==> src/rtl/syn_gpu_pkg.sv <==
// Shared types and constants for the queued GPU divider (syn_gpu_div_q).
package syn_gpu_pkg;

    localparam int P_DIV_W_DEF = 16;
    localparam int P_MID_W_DEF = 4;

    // MID value reserved to mean "no response present"
    localparam int MID_IDLE    = 0;

    typedef enum logic [2:0] {
        IDLE = 3'd0,
        LOAD = 3'd1,
        CALC = 3'd2,
        FIX  = 3'd3,
        RSP  = 3'd4
    } div_fsm_t;

    // Request FIFO word at the default widths; the top declares the same
    // layout sized by its own parameters.
    typedef struct packed {
        logic [P_MID_W_DEF-1:0] mid;
        logic [P_DIV_W_DEF-1:0] dividend;
        logic [P_DIV_W_DEF-1:0] divisor;
        logic                   sgn;
    } div_req_t;

endpackage

==> src/rtl/syn_gpu_div_core.sv <==
// Radix-2 restoring divide engine (LOAD/CALC/FIX) with start/done handshake.
// SYN_GPU_DIV_SIGNED_EN builds the operand-magnitude and result-negate logic;
// without it every request is treated as unsigned and FIX is a plain pass-through.
module syn_gpu_div_core
    import syn_gpu_pkg::*;
#(
    parameter int P_DATA_W = P_DIV_W_DEF
) (
    input  logic                clk_ir,
    input  logic                rst_sync_l,
    input  logic                start_i,
    input  logic                sgn_i,
    input  logic [P_DATA_W-1:0] dividend_i,
    input  logic [P_DATA_W-1:0] divisor_i,
    output logic                idle_o,
    output logic                done_o,
    output logic [P_DATA_W-1:0] quo_o,
    output logic [P_DATA_W-1:0] rem_o,
    output logic                dbz_o
);

    localparam int CW = $clog2(P_DATA_W);

    div_fsm_t            state_q, state_d;
    logic [P_DATA_W-1:0] n_q, n_d;      // dividend shifting out, quotient shifting in
    logic [P_DATA_W-1:0] d_q, d_d;      // divisor magnitude
    logic [P_DATA_W-1:0] r_q, r_d;      // partial remainder
    logic [CW-1:0]       cnt_q, cnt_d;
    logic                dbz_q, dbz_d;
    logic [P_DATA_W:0]   pr;
    logic [P_DATA_W+1:0] trial;

    // Partial remainder with the next dividend bit; extra top bit of trial is the borrow
    assign pr    = {r_q, n_q[P_DATA_W-1]};
    assign trial = {1'b0, pr} - {2'b00, d_q};

`ifdef SYN_GPU_DIV_SIGNED_EN
    logic sgn_q, sgn_d, neg_quo_q, neg_quo_d, neg_rem_q, neg_rem_d;
    logic s_n, s_d;
    assign s_n = sgn_q & n_q[P_DATA_W-1];
    assign s_d = sgn_q & d_q[P_DATA_W-1];
`else
    logic unused_sgn;
    assign unused_sgn = sgn_i;
`endif

    // Next-state and datapath update for each engine phase
    always_comb begin
        state_d = state_q;
        n_d     = n_q;
        d_d     = d_q;
        r_d     = r_q;
        cnt_d   = cnt_q;
        dbz_d   = dbz_q;
`ifdef SYN_GPU_DIV_SIGNED_EN
        sgn_d     = sgn_q;
        neg_quo_d = neg_quo_q;
        neg_rem_d = neg_rem_q;
`endif
        case (state_q)
            IDLE: begin
                if (start_i) begin
                    n_d     = dividend_i;
                    d_d     = divisor_i;
`ifdef SYN_GPU_DIV_SIGNED_EN
                    sgn_d   = sgn_i;
`endif
                    state_d = LOAD;
                end
            end
            LOAD: begin
                r_d   = '0;
                cnt_d = CW'(P_DATA_W - 1);
                dbz_d = (d_q == '0);
                // On divide-by-zero n_q keeps the raw dividend for the remainder
                if (d_q == '0) begin
                    state_d = FIX;
                end else begin
`ifdef SYN_GPU_DIV_SIGNED_EN
                    neg_quo_d = s_n ^ s_d;
                    neg_rem_d = s_n;
                    if (s_n) n_d = -n_q;
                    if (s_d) d_d = -d_q;
`endif
                    state_d = CALC;
                end
            end
            CALC: begin
                if (!trial[P_DATA_W+1]) begin
                    r_d = trial[P_DATA_W-1:0];
                    n_d = {n_q[P_DATA_W-2:0], 1'b1};
                end else begin
                    r_d = pr[P_DATA_W-1:0];
                    n_d = {n_q[P_DATA_W-2:0], 1'b0};
                end
                cnt_d = cnt_q - CW'(1);
                if (cnt_q == '0) state_d = FIX;
            end
            FIX:     state_d = IDLE;
            default: state_d = IDLE;
        endcase
    end

    // Engine state registers
    always_ff @(posedge clk_ir or negedge rst_sync_l) begin
        if (!rst_sync_l) begin
            state_q <= IDLE;
            n_q     <= '0;
            d_q     <= '0;
            r_q     <= '0;
            cnt_q   <= '0;
            dbz_q   <= 1'b0;
`ifdef SYN_GPU_DIV_SIGNED_EN
            sgn_q     <= 1'b0;
            neg_quo_q <= 1'b0;
            neg_rem_q <= 1'b0;
`endif
        end else begin
            state_q <= state_d;
            n_q     <= n_d;
            d_q     <= d_d;
            r_q     <= r_d;
            cnt_q   <= cnt_d;
            dbz_q   <= dbz_d;
`ifdef SYN_GPU_DIV_SIGNED_EN
            sgn_q     <= sgn_d;
            neg_quo_q <= neg_quo_d;
            neg_rem_q <= neg_rem_d;
`endif
        end
    end

    // Result fix-up presented while in FIX
    always_comb begin
        quo_o = n_q;
        rem_o = r_q;
        if (dbz_q) begin
            quo_o = '1;
            rem_o = n_q;
        end
`ifdef SYN_GPU_DIV_SIGNED_EN
        else begin
            if (neg_quo_q) quo_o = -n_q;
            if (neg_rem_q) rem_o = -r_q;
        end
`endif
    end

    assign idle_o = (state_q == IDLE);
    assign done_o = (state_q == FIX);
    assign dbz_o  = dbz_q;

endmodule

==> src/rtl/syn_gpu_div_q.sv <==
// Queued, tagged divider: request FIFO -> divide engine -> response register.
// Optional signed mode is built when SYN_GPU_DIV_SIGNED_EN is defined.
module syn_gpu_div_q
    import syn_gpu_pkg::*;
#(
    parameter int P_DATA_W    = P_DIV_W_DEF,
    parameter int P_MID_W     = P_MID_W_DEF,
    parameter int P_REQ_DEPTH = 4
) (
    input  logic                clk_ir,
    input  logic                rst_sync_l,
    input  logic                req_valid,
    output logic                req_rdy,
    input  logic [P_MID_W-1:0]  req_mid,
    input  logic [P_DATA_W-1:0] req_dividend,
    input  logic [P_DATA_W-1:0] req_divisor,
    input  logic                req_signed,
    output logic                rsp_valid,
    input  logic                rsp_rdy,
    output logic [P_MID_W-1:0]  rsp_mid,
    output logic [P_DATA_W-1:0] rsp_quo,
    output logic [P_DATA_W-1:0] rsp_rem,
    output logic                rsp_dbz,
    output logic                busy
);

    localparam int AW = $clog2(P_REQ_DEPTH);

    typedef struct packed {
        logic [P_MID_W-1:0]  mid;
        logic [P_DATA_W-1:0] dividend;
        logic [P_DATA_W-1:0] divisor;
        logic                sgn;
    } req_t;

    req_t                mem_q [P_REQ_DEPTH];
    req_t                head;
    logic [AW:0]         wr_ptr_q, rd_ptr_q;
    logic                full, empty, push, pop;

    logic [P_MID_W-1:0]  cur_mid_q;
    logic                rsp_valid_q, rsp_dbz_q;
    logic [P_MID_W-1:0]  rsp_mid_q;
    logic [P_DATA_W-1:0] rsp_quo_q, rsp_rem_q;

    logic                core_idle, core_done, core_dbz;
    logic [P_DATA_W-1:0] core_quo, core_rem;

    // Pointers carry one wrap bit so full and empty are distinguishable
    assign full  = (wr_ptr_q[AW] != rd_ptr_q[AW]) &&
                   (wr_ptr_q[AW-1:0] == rd_ptr_q[AW-1:0]);
    assign empty = (wr_ptr_q == rd_ptr_q);
    assign push  = req_valid & ~full;
    // A new request starts only once the previous response has been taken
    assign pop   = ~empty & core_idle & ~rsp_valid_q;
    assign head  = mem_q[rd_ptr_q[AW-1:0]];

    // FIFO storage; data needs no reset since the pointers gate it
    always_ff @(posedge clk_ir) begin
        if (push) mem_q[wr_ptr_q[AW-1:0]] <= '{mid: req_mid, dividend: req_dividend,
                                               divisor: req_divisor, sgn: req_signed};
    end

    // FIFO pointers and the tag of the request in flight
    always_ff @(posedge clk_ir or negedge rst_sync_l) begin
        if (!rst_sync_l) begin
            wr_ptr_q  <= '0;
            rd_ptr_q  <= '0;
            cur_mid_q <= P_MID_W'(MID_IDLE);
        end else begin
            if (push) wr_ptr_q <= wr_ptr_q + 1'b1;
            if (pop) begin
                rd_ptr_q  <= rd_ptr_q + 1'b1;
                cur_mid_q <= head.mid;
            end
        end
    end

    syn_gpu_div_core #(
        .P_DATA_W (P_DATA_W)
    ) u_core (
        .clk_ir     (clk_ir),
        .rst_sync_l (rst_sync_l),
        .start_i    (pop),
        .sgn_i      (head.sgn),
        .dividend_i (head.dividend),
        .divisor_i  (head.divisor),
        .idle_o     (core_idle),
        .done_o     (core_done),
        .quo_o      (core_quo),
        .rem_o      (core_rem),
        .dbz_o      (core_dbz)
    );

    // Response register: captured on engine done, held until the consumer accepts
    always_ff @(posedge clk_ir or negedge rst_sync_l) begin
        if (!rst_sync_l) begin
            rsp_valid_q <= 1'b0;
            rsp_mid_q   <= P_MID_W'(MID_IDLE);
            rsp_quo_q   <= '0;
            rsp_rem_q   <= '0;
            rsp_dbz_q   <= 1'b0;
        end else if (core_done) begin
            rsp_valid_q <= 1'b1;
            rsp_mid_q   <= cur_mid_q;
            rsp_quo_q   <= core_quo;
            rsp_rem_q   <= core_rem;
            rsp_dbz_q   <= core_dbz;
        end else if (rsp_valid_q && rsp_rdy) begin
            rsp_valid_q <= 1'b0;
            rsp_mid_q   <= P_MID_W'(MID_IDLE);
        end
    end

    assign req_rdy   = ~full;
    assign rsp_valid = rsp_valid_q;
    assign rsp_mid   = rsp_mid_q;
    assign rsp_quo   = rsp_quo_q;
    assign rsp_rem   = rsp_rem_q;
    assign rsp_dbz   = rsp_dbz_q;
    assign busy      = ~empty | ~core_idle | rsp_valid_q;

endmodule

==> config.mk <==
export PLATFORM = sky130hd
export DESIGN_NAME = syn_gpu_div_q
export DESIGN_NICKNAME = d
export VERILOG_FILES = /design/src/rtl/syn_gpu_pkg.sv /design/src/rtl/syn_gpu_div_core.sv /design/src/rtl/syn_gpu_div_q.sv
export SDC_FILE = /design/constraint.sdc
export NUM_CORES = 1
export LEC_CHECK = 0
export CORE_AREA = 2 2 177 179
export DETAILED_ROUTE_END_ITERATION = 7
export DIE_AREA = 0 0 179 181
export GPL_ROUTABILITY_DRIVEN = 0
export PLACE_DENSITY = 0.55
export SLEW_MARGIN = 20
export SYNTH_ARGS = -nofsm -noshare
export SYNTH_HDL_FRONTEND = slang
export SYNTH_SLANG_ARGS = --single-unit
==> constraint.sdc <==
create_clock -name clk_ir -period 5.5 [get_ports clk_ir]
set_input_delay 1.1 -clock clk_ir [delete_from_list [all_inputs] [get_ports clk_ir]]
set_output_delay 1.1 -clock clk_ir [all_outputs]
set_load 0.02 [all_outputs]
# After elaboration in Yosys (flattened, before gate mapping)
# Memory sizes are Yosys's and may differ from the RTL's.
# Index checks and enable logic that the tools add are counted.
# op_classes
add_sub_neg	4
n_eq_ne	8
mux	18
bitwise	9
reduce_logical	11
# op_table
operator	count
16-bit two-way mux	4
16-bit one-hot mux with 2 select lines	2
17-bit by 16-bit subtractor with 18-bit output	1
16-bit logical NOT	1
3-bit one-hot mux with 3 select lines	1
4-bit two-way mux	2
4-bit one-hot mux with 2 select lines	1
3-bit by 1-bit adder with 3-bit output (second input constant)	2
3-bit by 2-bit equality test with 1-bit output (second input constant)	2
1-bit two-way mux	6
3-bit two-way mux	2
2-bit AND reduction	3
2-bit nonzero test	3
4-bit logical NOT	1
1-bit NOT	4
4-bit by 1-bit subtractor with 4-bit output (second input constant)	1
1-bit AND	3
3-bit by 1-bit equality test with 1-bit output (second input constant)	1
3-bit equality test	1
3-bit logical NOT	1
2-bit equality test	1
1-bit logical AND	2
2-bit by 1-bit != test with 1-bit output (second input constant)	1
2-bit != test (second input constant)	1
other kinds (2)	3
# totals
register_bits	104
mem_bits_rw	148
input_bits	41
out_inout_bits	40
wordCells	65
mem_count	1
# memory_table
name	words	width	rd	rd_clocked_by_memory_dff	write_ports	line_no	text
mem_q	4	37	1	0	1	syn_gpu_div_q.sv:36	req_t mem_q [P_REQ_DEPTH];

# Logic depth before layout (Yosys ltp)
# Gate-level depths: netlist of the first run.
# logic_depth
ltp_word	6
mapped_depth	11
mapped_depth_nobuf	11

# Modules after synthesis
# From an unflattened synthesis of the first run, not the netlist that was laid out.
# hier_totals
hier_cells	735
hier_area_um2	11170.7
# by_module_without_submodules
mod	instances	cells_each	area_each_um2	seq_area_each_um2
syn_gpu_div_q	1	329	7328.3	5645.4
syn_gpu_div_core	1	406	3842.4	1376.3

# Worst setup path before layout of the first run
# OpenSTA, ideal clock, no wires.
# synth_path
path_type	input-to-reg
start	input port req_valid
end	memory mem_q[3][10] (netlist name) (enable)
setup_ns	0.398
arrival_time_ns	2.053
t_required_ns	5.102
setup_slack_ns	3.048
cell_stages	1
path_buffers	0
path_cell_list	and3_1
# synth_between
elab_chain_cells	3
# synth_lines
item	line_no	text
start: declaration	syn_gpu_div_q.sv:12	input logic req_valid,
1-bit AND	syn_gpu_div_q.sv:53	assign push = req_valid & ~full;
1-bit two-way mux	syn_gpu_div_q.sv:60	if (push) mem_q[wr_ptr_q[AW-1:0]] <= '{mid: req_mid, dividend: req_dividend,
1-bit two-way mux (not written as such)	syn_gpu_div_q.sv:60	
end: declaration	syn_gpu_div_q.sv:36	
# No other way between the ends.

# Worst setup path after layout of the first run
# layout_path
start	register wr_ptr_q[1]
end	output port busy
# layout_between
elab_chain_cells	4
# layout_lines
item	line_no	text
start: declaration	syn_gpu_div_q.sv:38	logic [AW:0] wr_ptr_q, rd_ptr_q;
start signal: assignment	syn_gpu_div_q.sv:71	if (push) wr_ptr_q <= wr_ptr_q + 1'b1;
3-bit equality test	syn_gpu_div_q.sv:52	assign empty = (wr_ptr_q == rd_ptr_q);
1-bit NOT	syn_gpu_div_q.sv:121	assign busy = ~empty | ~core_idle | rsp_valid_q;
1-bit bitwise OR (2 in series)	syn_gpu_div_q.sv:121	
end: declaration	syn_gpu_div_q.sv:24	output logic busy
# No other way between the ends.

==> results of run 1 <==
==> per-stage QoR <==
stage               worst slack [ps]  total power, mW  instance area [um2]  utilization [%]
floorplan                       3050             5.34                10600                -
global placement                2190             6.37                11800             38.8
detailed placement              2180             6.41                11800             38.8
CTS                             1910             8.08                12600             41.4
global route                    1860             8.56                12600             41.4
finish                          2020             7.98                12600             41.4
==> synthesized netlist by cell type (2+ instances only) <==
master,instances,share of area [%]
a21oi_1,51,2.4
a31oi_1,5,0.30
a32oi_1,2,0.17
and2_1,3,0.18
and3_1,4,0.24
buf_1,6,0.21
buf_2,9,0.43
clkbuf_1,19,0.68
dfrtp_1,103,24
edfxtp_1,144,41
ha_1,26,3.1
inv_1,31,1.1
mux2_2,7,0.75
mux2i_1,38,3.6
mux4_2,36,7.7
nand2_1,61,2.2
nand3_1,9,0.43
nand4_1,2,0.12
nor2_1,71,2.5
nor2b_1,2,0.12
nor3_1,7,0.33
nor4_1,4,0.24
o21a_1,3,0.21
o21ai_0,37,1.8
o21ai_1,16,0.76
o21bai_1,2,0.14
o22ai_1,2,0.12
o2bb2ai_1,9,0.75
o311ai_1,2,0.17
xnor2_1,8,0.66
xor2_1,10,0.83
==> logic make-up after synthesis <==
| kind of cell | share of synthesized area, % |
|---|---|
| AOI/OAI and AO/OA | 8.29 |
| xor gates and xnor gates | 1.49 |
| adders and majority gates | 3.27 |
| buffers and inverters | 2.69 |
| DFF | 65.4 |
| muxes | 12.0 |
| and+or+nand+nor | 6.82 |
==> final cells by class <==
cell class              count  area share, %
flip-flops and latches    247           54.9
multi-input cells         441           26.9
repair buffers             90           6.93
clock buffers              43           6.01
well taps                 396           3.94
inverters                  32          0.955
clock inverters             5          0.378
==> sequential cells by signal, summed over array words and instances, names as in the netlist, 4 cells and up <==
register,count
u_core.cnt_q,4
u_core.r_q,16
u_core.d_q,16
rsp_quo,16
rsp_rem,16
u_core.n_q,16
mem_q,144
cur_mid_q,4
rsp_mid,4
==> metal layers <==
layer	global-route usage, %	vias to the layer above	routed length (um)
li1	-	2964	-
met1	20.6	3033	10700
met2	22.4	109	10500
met3	2.21	22	840
met4	3.32	0	329
met5	0	-	0
==> worst max-delay path, cell delays in order, from the launching register on <==
cell and delay (ps):
dfrtp_1 420, xor2_1 190, nor3_1 410, nand3b_1 240
clkdlybuf4s50_1 600
==> worst min-delay path by stage <==
stage                       from           to  slack [ps]
floorplan           cur_mid_q[0]   rsp_mid[0]         450
global placement    cur_mid_q[1]   rsp_mid[1]         470
detailed placement  cur_mid_q[1]   rsp_mid[1]         470
CTS                 cur_mid_q[1]   rsp_mid[1]         490
global route         wr_ptr_q[2]  wr_ptr_q[2]         500
finish              cur_mid_q[1]   rsp_mid[1]         480
==> power by group through the flow <==
stage	registers (mW)	logic, mW	clock network (mW)
floorplan	3.05	2.29	0
global placement	3.03	3.34	0
detailed placement	3.03	3.37	0
CTS	3.00	3.38	1.70
global route	3.06	3.72	1.77
finish	2.99	3.34	1.65
==> run_results.csv, run 1 <==
group,metric,value,unit
status,status,"completed",
sta,slew_headroom,28.7,%
pwr,pwr_density_cell,634,nW/um2
sta,period_minus_slack,3480,ps
placement,portBuffers,79,
yosys,yosysWarnings,0,
critical_path,r2r-start,"u_core.r_q[6]",
pwr,power_frac_comb,41.8,%
critical_path,worstPathMaxFanout,4,
floorplan,row_count,64,
worst_hold_path,hold_class,"register to register",
cts,path_clk_slew,60,ps
yosys,avgSynthCellArea,14.0,um2
yosys,synthArstFlopShare,41.7,%
placement,dp_cells,1206,
floorplan,chipHeight,181,um
cts,cts_tree,"done",
grt,antenna_found_initial,0,
yosys,synth_seq_cells,247,
sta,whs,481,ps
critical_path,worstPathArrival,2380,ps
pwr,pwr-share-seq,37.5,%
grt,grt_pass1_vias,6247,
cells_and_area,nFillCells,2782,
cells_and_area,syn_to_final_growth,19.1,%
drt,wl_per_cell,17.9,um
critical_path,end_kind,"primary output",
sta,rsz0062_at_grt,"false",
drt,remaining_drc_errors,0,
critical_path,crit_start,"wr_ptr_q[1]",
yosys,ys_types,58,
sta,drv_slew,0,
cells_and_area,layout-drive-gt1-share,11.9,%
sta,hold_viol,0,
cells_and_area,n_antenna_cell,0,
sta,max_freq,288,MHz
floorplan,io_pins,81,
grt,grt_max_degree,68,
yosys,ys_seq_area_share,65.4,%
cts,cts_root_buffer,"clkbuf_16",
grt,grt_overflow,0,
cts,cts_resized,0,
drt,dr.pass1.iters,4,
yosys,synth_nets,824,
critical_path,crit_end,"busy",
grt,grtUsageTotal,14.2,%
drt,dr_total_vias,6128,
floorplan,die_width,179,um
sta,fin_setup_tns,0,ps
placement,dp_hpwl,14600,um
cts,h-tree-depth,1,
pwr,clockPowerShare,20.7,%
critical_path,r2r_cells,8,
sta,setup_violations,0,
drt,antenna_left,0,
critical_path,path_class,"register to primary output",
pwr,p_switching,2.98,mW
pwr,netSwitchingFraction,37.4,%
critical_path,regToRegEndpoint,"u_core.r_q[15]",
drt,drt-initial-drc-count,398,
cts,post-cts-setup-buffer-count,0,
cts,cts-hold-fix-buffers,0,
cells_and_area,final_cells,1254,
cells_and_area,layout_commonest_cell,"edfxtp_1",
floorplan,die_area,32400,um2
grt,grt_pass1_wl,35600,um
pwr,power_leakage,4.61,nW
cells_and_area,seq_area,6900,um2
yosys,ys.flop_type,"edfxtp_1",
cells_and_area,final_nets,906,
cts,clk_path_buf_depth,3,
run,cap_violations,0,
floorplan,start_util,34.8,%
pwr,intPower,5.00,mW
critical_path,reg2reg_slack,2450,ps
pwr,vdd_drop_max,0.265,mV
sta,worst_slew_pin_slew,1070,ps
cells_and_area,final_cell_mix,"edfxtp_1, dfrtp_1, clkdlybuf4s50_1",
drt,via_per_inst,4.89,
yosys,synth_edf_count,144,
sta,finalClockSkew,13.3,ps
sta,period_share,63.2,%
cts,numCtsBuffers,26,
yosys,synthCells,756,
cells_and_area,multi_input_comb_area,3380,um2
worst_hold_path,hold_depth,2,
yosys,syn_area,10600,um2
critical_path,required,4400,ps
drt,routed_wirelength,22400,um
cts,clkLatencyLatePin,520,ps
cts,clkSinkCount,247,
critical_path,cp-start-kind,"register",
floorplan,core-area,30300,um2
Note: power is estimated with default switching activity, not from simulation.
==> inputs of run 2 (changes only) <==
--- a/config.mk
+++ b/config.mk
@@ -9,7 +9,7 @@
 export DETAILED_ROUTE_END_ITERATION = 7
 export DIE_AREA = 0 0 179 181
 export GPL_ROUTABILITY_DRIVEN = 0
-export PLACE_DENSITY = 0.55
+export PLACE_DENSITY = 0.57
 export SLEW_MARGIN = 20
 export SYNTH_ARGS = -nofsm -noshare
 export SYNTH_HDL_FRONTEND = slang
==> constraint.sdc (replaced) <==
create_clock -name clk_ir -period 2.98 [get_ports clk_ir]
set_input_delay 0.596 -clock clk_ir [delete_from_list [all_inputs] [get_ports clk_ir]]
set_output_delay 0.596 -clock clk_ir [all_outputs]
set_load 0.02 [all_outputs]
==> run 2 against run 1 <==
Effect of this change:
- clock power increased by 90%
- clock skew grew 11 ps
- worst hold slack worse by 410 ps
- critical path depth is the same
- combinational power increased by 88%
- sequential share of layout area is 0.63 points lower
- critical path type unchanged
- critical endpoint unchanged
- largest power group unchanged
==> run_results.csv, run 2 (same netlist as run 1, synthesis figures left out) <==
group,metric,value,unit
critical_path,worstPathMaxFanout,4,
pwr,pwr-share-seq,36.9,%
cts,clk_path_buf_depth,3,
pwr,pwr_density_cell,1170,nW/um2
pwr,power_frac_comb,42.1,%
floorplan,die_area,32400,um2
run,cap_violations,0,
floorplan,core-area,30300,um2
grt,antenna_found_initial,0,
cells_and_area,syn_to_final_growth,20.5,%
sta,rsz0062_at_grt,"false",
cts,cts_root_buffer,"clkbuf_16",
critical_path,reg2reg_slack,460,ps
cts,path_clk_slew,60,ps
critical_path,r2r_cells,11,
placement,pre_cts_slack,453,ps
cells_and_area,fin_util,41.9,%
pwr,vdd_drop_max,0.545,mV
pwr,p_switching,5.58,mW
drt,drt-initial-drc-count,304,
drt,dr.pass1.iters,5,
critical_path,r2r-start,"u_core.n_q[15]",
worst_hold_path,hold_class,"input pin to asynchronous set/reset pin",
cts,h-tree-depth,1,
sta,worst_slew_pin_slew,796,ps
cts,post-cts-setup-buffer-count,0,
cells_and_area,largest_reg_flops,144,
sta,finalClockSkew,24.7,ps
floorplan,chipHeight,181,um
sta,slew_headroom,47.0,%
cells_and_area,n_antenna_cell,0,
pwr,clockPowerShare,21.0,%
floorplan,io_pins,81,
cells_and_area,final_cell_mix,"edfxtp_1, dfrtp_1, clkdlybuf4s50_1",
placement,placed_cell_area,11900,um2
pwr,intPower,9.34,mW
floorplan,start_util,34.8,%
grt,grt_pass1_wl,35700,um
cts,cts_tree,"done",
grt,grt_overflow,0,
drt,dr_total_vias,6196,
critical_path,required,2380,ps
cells_and_area,layout_commonest_cell,"edfxtp_1",
floorplan,row_count,64,
critical_path,regToRegEndpoint,"u_core.r_q[12]",
grt,grt_max_degree,48,
cts,cts-hold-fix-buffers,0,
floorplan,die_width,179,um
critical_path,end_kind,"primary output",
sta,drv_slew,0,
drt,antenna_left,0,
drt,routed_wirelength,22400,um
pwr,power_leakage,4.68,nW
status,status,"completed",
sta,setup_violations,0,
cells_and_area,final_nets,913,
drt,wl_per_cell,17.7,um
placement,dp_hpwl,14800,um
drt,via_per_inst,4.91,
sta,period_share,94.9,%
critical_path,path_class,"register to primary output",
sta,hold_viol,0,
cts,clkSinkCount,247,
grt,grt_pass1_vias,6228,
cells_and_area,postLayoutCellArea,12700,um2
cells_and_area,layout-drive-gt1-share,13.7,%
sta,period_minus_slack,2830,ps
cts,clkLatencyLatePin,540,ps
grt,grtUsageTotal,14.2,%
cts,cts_resized,1,
sta,setup_ws,151,ps
sta,fin_setup_tns,0,ps
drt,remaining_drc_errors,0,
pwr,netSwitchingFraction,37.4,%
critical_path,worstPathArrival,2230,ps
critical_path,cp-start-kind,"register",
sta,max_freq,353,MHz
cts,numCtsBuffers,27,
placement,portBuffers,79,
## run 2: cell type report
cell class	instances	area, um2
Fill cell	2773	17600
Sequential cell	247	6900
Multi-Input combinational cell	441	3380
Timing Repair Buffer	96	966
Clock buffer	40	785
Tap cell	396	495
Inverter	32	120
Clock inverter	10	65.1
## run 2: power by group through the flow
stage               Sequential, mW  Clock, mW  Combinational [mW]
finish                        5.51       3.14                6.28
global route                  5.64       3.37                6.98
CTS                           5.53       3.23                6.37
detailed placement            5.59          0                6.34
global placement              5.57          0                6.27
floorplan                     5.62          0                4.23
## run 2: critical path, cell delays in order (launching register included)
cell and delay, ps:
dfrtp_1 420, xor2_1 200, nor3_2 300, nand3b_1 210
clkdlybuf4s50_1 590
## run 2: per-layer routing
layer	global-route usage [%]	vias up	part of all wire [%]
met5	0	-	0
li1	-	2976	-
met1	20.6	3082	48
met3	2.17	25	3.9
met4	3.19	0	1.5
met2	22.3	113	47
## run 2: worst max path at each step
stage	from	endpoint	slack [ps]	cells after the start
CTS	wr_ptr_q[1]	busy	130	4
detailed placement	u_core.n_q[15]	u_core.r_q[12]	450	11
floorplan	wr_ptr_q[1]	mem_q[3][10]	710	4
finish	wr_ptr_q[1]	busy	150	4
global route	rd_ptr_q[2]	busy	100	4
global placement	u_core.n_q[15]	u_core.r_q[12]	470	11
## run 2: per-stage QoR
step / hold WS, ps / power [mW] / instances
floorplan: 300 / 9.85 / 756
global placement: 474 / 11.8 / 1212
detailed placement: 477 / 11.9 / 1212
CTS: 71.6 / 15.1 / 1262
global route: 103 / 16.0 / 1262
finish: 65.8 / 14.9 / 1262
